## src/rtl/gtx_pkg.sv

```systemverilog
// Shared definitions for the GTX link layer (gtx_tx / gtx_rx): K28.5 comma
// and idle constants, the receive lock state, the aligned-word record, and
// small helpers used by the receive path.
package gtx_pkg;

  localparam logic [7:0]  K28_5     = 8'hBC;
  localparam logic [15:0] IDLE_WORD = 16'h50BC;
  localparam logic [1:0]  IDLE_CTRL = 2'b01;

  typedef enum logic [1:0] {
    HUNT   = 2'd0,
    CHECK  = 2'd1,
    LOCKED = 2'd2
  } rx_state_t;

  // One 16-bit word with its per-byte K flags and per-byte code errors.
  typedef struct packed {
    logic [15:0] data;
    logic [1:0]  ctrl;
    logic [1:0]  err;
  } rx_word_t;

  // 4-bit increment that sticks at 15 instead of wrapping.
  function automatic logic [3:0] sat_inc4(input logic [3:0] v);
    return (v == 4'hF) ? v : v + 4'd1;
  endfunction

  // An aligned word is a good comma when only byte 0 is a K char and it is K28.5.
  function automatic logic is_good_comma(input rx_word_t w);
    return (w.ctrl == IDLE_CTRL) && (w.data[7:0] == K28_5);
  endfunction

endpackage

```

## src/rtl/gtx_rx_align.sv

```systemverilog
// gtx_rx_align: stage-1 capture of the raw transceiver word, byte-offset
// mux that rebuilds the aligned word, and raw comma detection on stage 1.
// With offset 1 the aligned word is formed from the high byte of the
// stage-1 word and the low byte of the word currently on the inputs.
module gtx_rx_align
  import gtx_pkg::*;
(
  input  logic        clk_i,
  input  logic        rst_n_i,
  input  logic [15:0] data_i,
  input  logic [1:0]  ctrl_i,
  input  logic [1:0]  codeerr_i,
  input  logic        offset_i,
  output rx_word_t    word_o,
  output logic        pos0_o,
  output logic        pos1_o
);

  logic [15:0] s1_data_q;
  logic [1:0]  s1_ctrl_q;
  logic [1:0]  s1_err_q;

  // Stage-1 capture of the raw RX word.
  // NOTE: sequential state is written with non-blocking assignments so every
  // flop samples the pre-edge value regardless of statement order.
  always_ff @(posedge clk_i or negedge rst_n_i) begin
    if (!rst_n_i) begin
      s1_data_q <= '0;
      s1_ctrl_q <= '0;
      s1_err_q  <= '0;
    end else begin
      s1_data_q <= data_i;
      s1_ctrl_q <= ctrl_i;
      s1_err_q  <= codeerr_i;
    end
  end

  // Offset mux: offset 1 pairs the stage-1 high byte with the incoming low byte.
  always_comb begin
    // NOTE: every output of this block gets a value on every path, so no
    // latch is inferred.
    word_o = '{data: s1_data_q, ctrl: s1_ctrl_q, err: s1_err_q};
    if (offset_i) begin
      word_o.data = {data_i[7:0], s1_data_q[15:8]};
      word_o.ctrl = {ctrl_i[0], s1_ctrl_q[1]};
      word_o.err  = {codeerr_i[0], s1_err_q[1]};
    end
  end

  // Raw comma position on the stage-1 word; byte 0 wins if both match.
  always_comb begin
    pos0_o = s1_ctrl_q[0] && (s1_data_q[7:0] == K28_5);
    pos1_o = !pos0_o && s1_ctrl_q[1] && (s1_data_q[15:8] == K28_5);
  end

endmodule

```

## src/rtl/gtx_rx.sv

```systemverilog
// gtx_rx: receive link layer for the GTX serial link. Finds the K28.5 comma,
// fixes the 2-byte word misalignment, acquires/monitors lock
// (HUNT -> CHECK -> LOCKED) and presents aligned payload words with a
// valid strobe; comma/idle words are stripped.
// Optional build macro GTX_RX_ERR_CNT_EN adds err_cnt_o, a saturating count
// of error cycles seen while LOCKED.
module gtx_rx
  import gtx_pkg::*;
#(
  parameter int unsigned LOCK_COMMAS = 3,  // 1..15
  parameter int unsigned LOSS_ERRS   = 4   // 1..15
) (
  input  logic        clk_i,
  input  logic        rst_n_i,
  input  logic [15:0] data_i,
  input  logic [1:0]  ctrl_i,
  input  logic [1:0]  codeerr_i,
  output logic [15:0] data_o,
  output logic        valid_o,
  output logic        locked_o,
  output logic        offset_o
`ifdef GTX_RX_ERR_CNT_EN
  ,
  output logic [15:0] err_cnt_o
`endif
);

  // A good comma whose incremented count reaches LOCK_LAST completes the lock;
  // an error whose incremented count reaches LOSS_LAST drops it.
  localparam logic [3:0] LOCK_LAST = 4'(LOCK_COMMAS - 1);
  localparam logic [3:0] LOSS_LAST = 4'(LOSS_ERRS);

  rx_state_t   state_q, state_d;
  logic [3:0]  good_cnt_q, good_cnt_d;
  logic [3:0]  bad_cnt_q, bad_cnt_d;
  logic        offset_q, offset_d;
  logic [15:0] data_q, data_d;
  logic        valid_q, valid_d;
  logic        locked_q, locked_d;

  rx_word_t    word;
  logic        pos0;
  logic        pos1;
  logic        good_comma;
  logic        error;
  logic [3:0]  good_inc;
  logic [3:0]  bad_inc;

  gtx_rx_align u_align (
    .clk_i     (clk_i),
    .rst_n_i   (rst_n_i),
    .data_i    (data_i),
    .ctrl_i    (ctrl_i),
    .codeerr_i (codeerr_i),
    .offset_i  (offset_q),
    .word_o    (word),
    .pos0_o    (pos0),
    .pos1_o    (pos1)
  );

  // Classify the aligned word at the current offset.
  always_comb begin
    good_comma = is_good_comma(word);
    error      = (|word.err)
              || (offset_q ? pos0 : pos1)
              || word.ctrl[1];
    good_inc   = sat_inc4(good_cnt_q);
    bad_inc    = sat_inc4(bad_cnt_q);
  end

  // FSM state, lock counters and byte offset.
  always_ff @(posedge clk_i or negedge rst_n_i) begin
    if (!rst_n_i) begin
      state_q    <= HUNT;
      good_cnt_q <= '0;
      bad_cnt_q  <= '0;
      offset_q   <= 1'b0;
    end else begin
      state_q    <= state_d;
      good_cnt_q <= good_cnt_d;
      bad_cnt_q  <= bad_cnt_d;
      offset_q   <= offset_d;
    end
  end

  // Next-state logic: acquire on a raw comma, confirm, then monitor for loss.
  always_comb begin
    state_d    = state_q;
    good_cnt_d = good_cnt_q;
    bad_cnt_d  = bad_cnt_q;
    offset_d   = offset_q;
    unique case (state_q)
      HUNT: begin
        if (pos0 || pos1) begin
          offset_d   = pos1;
          good_cnt_d = '0;
          state_d    = CHECK;
        end
      end
      CHECK: begin
        if (error) begin
          state_d = HUNT;
        end else if (good_comma) begin
          good_cnt_d = good_inc;
          if (good_inc >= LOCK_LAST) state_d = LOCKED;
        end
      end
      LOCKED: begin
        // An error outranks a comma arriving in the same cycle.
        if (error) begin
          if (bad_inc >= LOSS_LAST) begin
            bad_cnt_d = '0;
            state_d   = HUNT;
          end else begin
            bad_cnt_d = bad_inc;
          end
        end else if (good_comma) begin
          bad_cnt_d = '0;
        end
      end
      default: state_d = HUNT;
    endcase
  end

  // Output decode: only clean data words in LOCKED produce a payload strobe.
  always_comb begin
    valid_d  = (state_q == LOCKED) && (word.ctrl == 2'b00) && !error;
    data_d   = valid_d ? word.data : data_q;
    locked_d = (state_d == LOCKED);
  end

  // Output registers; data_o holds its last payload between strobes.
  always_ff @(posedge clk_i or negedge rst_n_i) begin
    if (!rst_n_i) begin
      data_q   <= '0;
      valid_q  <= 1'b0;
      locked_q <= 1'b0;
    end else begin
      data_q   <= data_d;
      valid_q  <= valid_d;
      locked_q <= locked_d;
    end
  end

  assign data_o   = data_q;
  assign valid_o  = valid_q;
  assign locked_o = locked_q;
  assign offset_o = offset_q;

`ifdef GTX_RX_ERR_CNT_EN
  logic [15:0] err_cnt_q;

  // Saturating count of error cycles seen while LOCKED; only reset clears it.
  always_ff @(posedge clk_i or negedge rst_n_i) begin
    if (!rst_n_i) begin
      err_cnt_q <= '0;
    end else if ((state_q == LOCKED) && error && (err_cnt_q != 16'hFFFF)) begin
      err_cnt_q <= err_cnt_q + 16'd1;
    end
  end

  assign err_cnt_o = err_cnt_q;
`endif

endmodule

```

## config.mk

```make
export PLATFORM = sky130hd
export DESIGN_NAME = gtx_rx
export DESIGN_NICKNAME = d
export VERILOG_FILES = /design/src/rtl/gtx_pkg.sv /design/src/rtl/gtx_rx_align.sv /design/src/rtl/gtx_rx.sv
export SDC_FILE = /design/constraint.sdc
export NUM_CORES = 1
export LEC_CHECK = 0
export BUFFER_PORTS_ARGS = -buffer_cell sky130_fd_sc_hd__clkbuf_2
export CAP_MARGIN = 20
export CORE_MARGIN = 2
export CORE_UTILIZATION = 49
export DETAILED_ROUTE_END_ITERATION = 10
export GPL_ROUTABILITY_DRIVEN = 0
export PLACE_DENSITY = 0.75
export SLEW_MARGIN = 20
export SYNTH_ARGS = -nofsm -noshare
export SYNTH_HDL_FRONTEND = slang
export SYNTH_SLANG_ARGS = --single-unit
```

## constraint.sdc

```tcl
create_clock -name clk_i -period 1.59 [get_ports clk_i]
set_input_delay 0.0795 -clock clk_i [delete_from_list [all_inputs] [get_ports clk_i]]
set_output_delay 0.0795 -clock clk_i [all_outputs]
set_load 0.05 [all_outputs]
```

==> metrics.txt <==
register area share after synthesis=57.1%; CP Capture Type=flip-flop; chip height=about 70 um; via count=about 1800; first-pass GRT wire length=between 9000 and 10000 um; Reg2Reg Setup Slack=-250 ps; Starting Density=between 40% and 50%; placed instance count=about 290; VDD IR max=578 uV; die area=between 4000 and 5000 um^2; largest net degree at the start of global routing=50; Warnings, synthesis=0; H-tree depth=2; # clock sinks=roughly 50; Synth area leaders=dfrtp_1 (57%), mux2i_1 (8.4%), a21oi_2 (5.7%), nor2_1 (4.2%), a21oi_1 (1.6%); clk_lat worst skew=300 ps; CP startpoint kind=flip-flop; initial antenna violation count=0; Vias/cell=~5.4; clock slew at reported path FFs=around 90 ps; Ant. Diodes=0; synthesized area=2150 um^2; DRT Pass-1 Iters=4; ys async rst share=100%; Max Root-Sink Buffers=2; critical path type=flip-flop to flip-flop; highest-count cells in the layout ignoring fill and taps=dfrtp_1 (48), clkbuf_2 (40), buf_4 (33); worst r2r src=u_align.s1_ctrl_q[1]; grt ovf=0; Clock Tree Root=clkbuf_8; TritonCTS clock tree=built; total track usage=approximately 24%; CP max-delay cell=or4_4; crit path DAT=about 2100 ps; num rows=24; fin cells=around 330; most common cell after layout, fill and taps aside=dfrtp_1; Yosys top cell area share=a little under three fifths; Starting DRT DRC Count=85; Mapped Nets=a little under 200; Slew @ Worst Pin=roughly 600 ps; Core ar.=between 4000 and 5000 um^2; Max-Cap Viols=0; hpwl dp=3160 um; Reg2Reg Depth=6; Routed Antenna Nets=0; worst-path cell chain=or4_4 -> a21oi_4 -> buf_6 -> buf_12 -> nor2_4 -> a21oi_1; Worst Hold Class=primary input to async pin; Pwr Density=about 700 nW/um^2; Critical Path RT=1800 ps; max-slew violations=0; layout cells sized above 1=slightly above 50%; Yosys cell types=42; status=complete, but fails checks; WL/cell=about 18 um; Synth Register Bits=49; final wirelength=approximately 5900 um; r2r endpoint=data_o[0]; Setup WS post-layout=-253 ps; Post-synth top flop=dfrtp_1; CTS buffer count=5; Area Growth Syn to Fin=54.3%; crit path max fanout=6; Hold Fails Final Rpt=0; skew final=around 9 ps; final setup fails=28; Die W=70.2 um; failing checks=setup timing; I/O pin total=41; Fmax=between 500 and 600 MHz; slowest stage delay, CP=~620 ps; syn avg cell area=12.3 um^2; Post-synth EDFFs=0; max_slew headroom=approximately three fifths; fin nets=a little over 300; Fin Setup TNS=-3860 ps; vias in the first global route=1800; post-layout min period=1840 ps; static leakage=1.46 nW; post-synth top area cell=dfrtp_1; residual DRC count=0; Final period util=116%; setup repair after global routing missed its margin=yes; Post-Synthesis Cells=~180; PortBufs=40
-- power breakdown --
part | switching [mW] | total [mW] | internal (mW)
Combinational | 0.139 | 0.281 | 0.142
Sequential | 0.0257 | 1.30 | 1.28
Clock | 0.392 | 0.737 | 0.346
Total | 0.557 | 2.32 | 1.76
-- cells in the mapped netlist (2+ instances only) --
master	number
ha_1	2
a21oi_1	7
inv_1	4
nand3_1	4
buf_2	3
nand2_1	4
nor3_1	2
mux2_4	2
dfrtp_1	49
a31oi_1	2
mux2i_1	18
nand3b_1	3
o21ai_0	2
o22ai_1	2
a21oi_2	14
nand2b_1	3
nor2b_1	5
buf_6	2
nor2_1	24
-- metrics by stage --
stage               hold WS (ps)  area, um^2  setup slack, ps  utilization, %  power, mW
floorplan                   -216        2200             -171               -       1.42
global placement             189        2620             -127            61.0       1.53
detailed placement           190        2620             -202            61.0       1.53
CTS                          369        3170             -115            73.8       2.32
global route                 414        3310             -313            77.1       2.42
finish                       405        3310             -253            77.1       2.32
-- critical path: cells and delay by family (launching register included) --
family | cells | cell delay [ps]
compound gates | 2 | 410
simple gates | 2 | 650
flops | 1 | 390
buf+inv | 2 | 300
-- cells by family after synthesis --
logic type	count (synthesis)	synth area share (%)
simple gates	57	15.1
flops	49	57.1
compound gates	37	14.0
mux	20	9.80
buf+inv	10	2.80
fa+ha+maj	2	1.17
-- state kept, by name, summed over array words and instances, names as in the netlist --
register           cells
u_align.s1_err_q       2
state_q                2
u_align.s1_data_q     16
good_cnt_q             4
u_align.s1_ctrl_q      2
data_o                16
valid_o                1
locked_o               1
bad_cnt_q              4
offset_o               1
-- layout make-up --
cell class                      count  area [um^2]
Sequential cell                    49         1230
Multi-Input combinational cell    116         1090
Fill cell                         248          982
Timing Repair Buffer              104          830
Inverter                            4         15.0
Clock buffer                        7         86.3
Tap cell                           52         65.1
-- layer usage --
metal | track usage (%) | vias to the layer above | share of wire [%]
met5 | 0 | - | 0
met3 | 6.06 | 21 | 5.5
met4 | 12.0 | 0 | 3.4
met2 | 37.1 | 65 | 49
li1 | - | 839 | -
met1 | 32.2 | 884 | 42
-- repair_timing --
item,CTS,global route
buffers inserted,12,2
endpoints found under the setup margin,27,28
hold buffers,21,0
endpoints found under the hold margin,69,0
gates cloned,2,1
pin swaps,9,2
resized for setup,27,26
-- worst max-delay path by stage --
stage	from	end	slack, ps	depth (start not counted)
finish	u_align.s1_ctrl_q[1]	data_o[0]	-250	6
global route	u_align.s1_data_q[0]	good_cnt_q[3]	-310	6
CTS	u_align.s1_data_q[14]	good_cnt_q[0]	-120	5
detailed placement	u_align.s1_data_q[14]	good_cnt_q[1]	-200	5
global placement	u_align.s1_data_q[6]	good_cnt_q[1]	-130	5
floorplan	offset_o	good_cnt_q[0]	-170	5
Power figures use the tool's default switching activity.
